--- src/rtl/ram5.sv ---
// ----------------------------------------------------------------------------
// ram5 -- 32-word x 8-bit simple dual-address RAM, flip-flop based.
//
// One write port and one read port.
// Both are addressed independently and serviced on every rising clock edge.
// There is no write enable: each active edge stores in_data at in_address.
// The read is registered (1-cycle latency).
// When the read and write addresses match, the read returns the data being
// written on that same edge (write-first bypass).
// A synchronous active-low reset clears the whole array and the read register.
//
// Ports:
//   clk          in   1  rising-edge clock
//   rst_n        in   1  synchronous reset, active-low; has priority over write/read
//   in_address   in   5  write address
//   out_address  in   5  read address
//   in_data      in   8  write data
//   out_data     out  8  registered read data
// ----------------------------------------------------------------------------
module ram5 (
    input  logic       clk,
    input  logic       rst_n,
    input  logic [4:0] in_address,
    input  logic [4:0] out_address,
    input  logic [7:0] in_data,
    output logic [7:0] out_data
);

    localparam int DEPTH = 32;

    logic [7:0] mem_q [DEPTH];
    logic [7:0] rd_q;
    logic [7:0] rd_d;

    // Write-first: a same-address read sees the incoming write data, not the
    // stale array contents.
    always_comb begin
        rd_d = mem_q[out_address];
        if (out_address == in_address) begin
            rd_d = in_data;
        end
    end

    always_ff @(posedge clk) begin
        if (!rst_n) begin
            for (int i = 0; i < DEPTH; i++) begin
                mem_q[i] <= 8'd0;
            end
            rd_q <= 8'd0;
        end else begin
            mem_q[in_address] <= in_data;
            rd_q              <= rd_d;
        end
    end

    assign out_data = rd_q;

endmodule

--- config.mk ---
export PLATFORM = sky130hd
export DESIGN_NAME = ram5
export DESIGN_NICKNAME = d
export VERILOG_FILES = /design/src/rtl/ram5.sv
export SDC_FILE = /design/constraint.sdc
export NUM_CORES = 1
export LEC_CHECK = 0
export ABC_AREA = 1
export CORE_MARGIN = 4
export CORE_UTILIZATION = 30
export DETAILED_ROUTE_END_ITERATION = 16
export HOLD_SLACK_MARGIN = 0.03
export PLACE_DENSITY = 0.5
export SYNTH_ARGS = -nofsm -noshare
export SYNTH_HDL_FRONTEND = slang
export SYNTH_SLANG_ARGS = --single-unit
--- constraint.sdc ---
create_clock -name clk -period 5.1 [get_ports clk]
set_clock_uncertainty 0.15 [all_clocks]
set_input_delay 1.02 -clock clk [delete_from_list [all_inputs] [get_ports clk]]
set_output_delay 1.02 -clock clk [all_outputs]
set_load 0.03 [all_outputs]
==> impl_results.md <==
- CP Class: in2reg
- Final core occ: 0.3490
- Reg2reg path depth: 8
- Area of the mapped netlist: roughly 12000 um^2
- RSZ-0062 raised after global routing: no
- Setup violators final: 0
- Average wire per cell in the routed design: slightly below 20 um
- Starting Density: 0.3059
- Core ar.: 40010 um^2
- Setup slack after layout: between 1.5 and 2 ns
- Initial antenna violation count: 2
- Post-CTS Setup Bufs: 0
- # resized after CTS: 0
- Largest area contributor in the netlist: edfxtp_1
- Max incr delay on CP: slightly above 0.9 ns
- Netlist cell types: 20
- CTS tree: done
- WP buf/inv: 2
- Initial DRC count: roughly 800
- Top-area cell type share of the netlist area: 0.6282
- Static Leak: 0.005307 uW
- Setup TNS Final: 0 ns
- Final worst-path cycle share: 0.6161
- Worst slew margin: 0.1273
- Synth Register Bits: ~260
- DIE WIDTH: 210.0 um
- Die area: between 40000 and 50000 um^2
- Min-delay worst type: reg2reg
- Clock latency on the worst-skew pair: 0.56 ns
- Largest net degree at the start of global routing: 74
- Most used cell, CP: a21oi_1
- Total Wirelength: approximately 36 mm
- Hold-fix buffers at CTS: 0
- DP HPWL: 22.26 mm
- Final min period: around 3.1 ns
- Slowest-stage cell, CP: clkdlybuf4s50_1
- Cells after Synth: between 1000 and 1500
- Worst-margin pin slew: between 1 and 1.5 ns
- Synth area leaders: edfxtp_1 63%, nand2_1 11%, nand3_1 9.7%, nor2_1 7.9%, clkbuf_1 1.4%
- Max FO, Critical Path: 18
- HP Start: mem_q[28][2]
- Reg2Reg Launch Point: mem_q[17][3]
- Peak supply drop: approximately 0.25 mV
- Crit path cell chain: clkdlybuf4s50_1 -> clkinv_1 -> nand2_1 -> a21oi_1 -> nand3_2 -> o21ai_0 -> a21oi_1
- Hold depth: 8
- R2R Path End: out_data[3]
- Clock Tree Root: clkbuf_16
- Crit path DAT: 3.44 ns
- Die height: 210.0 um
- Row cnt: 73
- Net count, final: ~1300
- Final ANT Viol Nets: 0
- DRC: 0
- IO Pins: 28
- Vias in the first global route: 8975
- Post-synthesis sequential area ratio: 0.6412
- Mean Syn Cell Area: between 9 and 10 um^2
- Router iterations before antenna repair: 5
- Synth warn: 0
- Fin. max-slew vios: 0
- Place WS: between 1 and 1.5 ns
- Clock-pin slew on the worst setup and hold paths: about 0.060 ns
- Total power: a little over 5000 uW
- Global-route wire length before repair: 55.35 mm
- R2R setup slack: 3.58 ns
- Vias per cell: roughly 5
- Min-Delay Endpoint: out_data[2]
- Share of layout cells above drive strength 1: 0.07300
- Vias: about 9200
- P&R area growth vs syn: 14.10%
- Ant diodes: 0
- Outcome: complete, no violations
- Largest delay share family, worst path: buffers and inverters
- Port Buffers: 27
- Global placement routability congestion: 0.8011
- Crit start category: primary input
- F_max: 0.3183 GHz
- Final hold vios: 0
- Max clock buf depth: 3
- Required @ worst endpoint: approximately 5.4 ns
- GR Util All Layers: 0.1609
- Mapped Nets: 1308
- Max Cap Violations: 0
- Overflow after GRT: 0
- Sink Count: between 200 and 300
- H-tree levels: 1
- Setup crit end kind: flip-flop
- Power density cells: between 300 and 400 nW/um^2
- TritonCTS buffer count: 30
==> stage by stage <==
step	std cells	hold slack [ns]	instance area, um^2
2_1_floorplan	1288	0.6131	12240
3_3_place_gp	1784	0.6607	13030
3_5_place_dp	1784	0.6725	13030
4_1_cts	1840	0.6891	13960
5_1_grt	1840	0.7602	13960
6_report	1840	0.6851	13960
==> worst min-delay path, stage by stage (launching register included) <==
cell,delay (ns)
edfxtp_1,0.32
nand2_1,0.05
nand3_1,0.06
nand3_1,0.06
nand2_1,0.05
nand2_1,0.04
nand3_1,0.06
nand2_1,0.05
a21oi_1,0.12
==> per-layer routing <==
metal	part of all wire	vias up	GRT usage
li1	-	4343	-
met1	0.45	4517	0.2309
met2	0.46	288	0.2567
met3	0.062	52	0.02619
met4	0.026	4	0.04005
met5	0.00078	-	0
==> synth_stat cells <==
cell type and number:
clkinv_1 2, buf_1 13, a21oi_1 10, nand3_2 1
dfxtp_1 8, nor2_2 4, buf_2 29, edfxtp_1 256
nand3_4 4, clkbuf_1 47, o21ai_0 29, inv_4 2
nor2_1 257, inv_1 22, buf_6 1, nand3_1 236
inv_2 1, o22ai_1 3, nand2_1 357, nor3_4 6
==> kinds of logic (layout without fill, tap and decap cells) <==
group | after synthesis | count (layout) | share of synthesized area
simple gates | 865 | 865 | 0.3014
flops | 264 | 264 | 0.6412
compound gates | 42 | 42 | 0.01748
buf+inv | 117 | 144 | 0.03987
==> layout by cell type (no fill, tap or decap), drive strengths merged <==
cell / n
nand2: 357
nor2: 261
edfxtp: 256
nand3: 241
buf: 37
clkbuf: 36
o21ai: 29
clkdlybuf4s50: 24
inv: 23
clkinv: 21
a21oi: 10
dfxtp: 8
nor3: 6
o22ai: 3
bufinv: 2
clkinvlp: 1
==> sequential cells by signal, indices dropped and copies added (netlist names) <==
name and count:
out_data 8, mem_q 256
==> worst max-delay path by stage <==
| stage | cells after the start | end | slack (ns) | start |
|---|---|---|---|---|
| 6_report | 7 | out_data[3] | 1.96 | out_address[3] |
| 3_5_place_dp | 5 | mem_q[31][4] | 1.40 | in_address[2] |
| 2_1_floorplan | 4 | mem_q[0][0] | 2.28 | in_address[0] |
| 3_3_place_gp | 7 | out_data[3] | 1.46 | out_address[3] |
| 4_1_cts | 5 | mem_q[23][3] | 1.96 | in_address[2] |
| 5_1_grt | 7 | out_data[3] | 1.73 | out_address[3] |
==> cell type report <==
cell class                      instances  area (um^2)
Fill cell                            4123        26040
Sequential cell                       264         7848
Multi-Input combinational cell        907         3902
Clock buffer                           36        794.5
Tap cell                              525        656.9
Timing Repair Buffer                   61        513.0
Clock inverter                         20        141.4
Inverter                               27        107.6
==> report_power, final <==
group | internal (uW) | switching (uW) | total, uW
clock | 1200 | 874 | 2070
combinational | 126 | 349 | 475
sequential | 2510 | 37.0 | 2550
No activity file was read; power rests on OpenSTA's default activity.
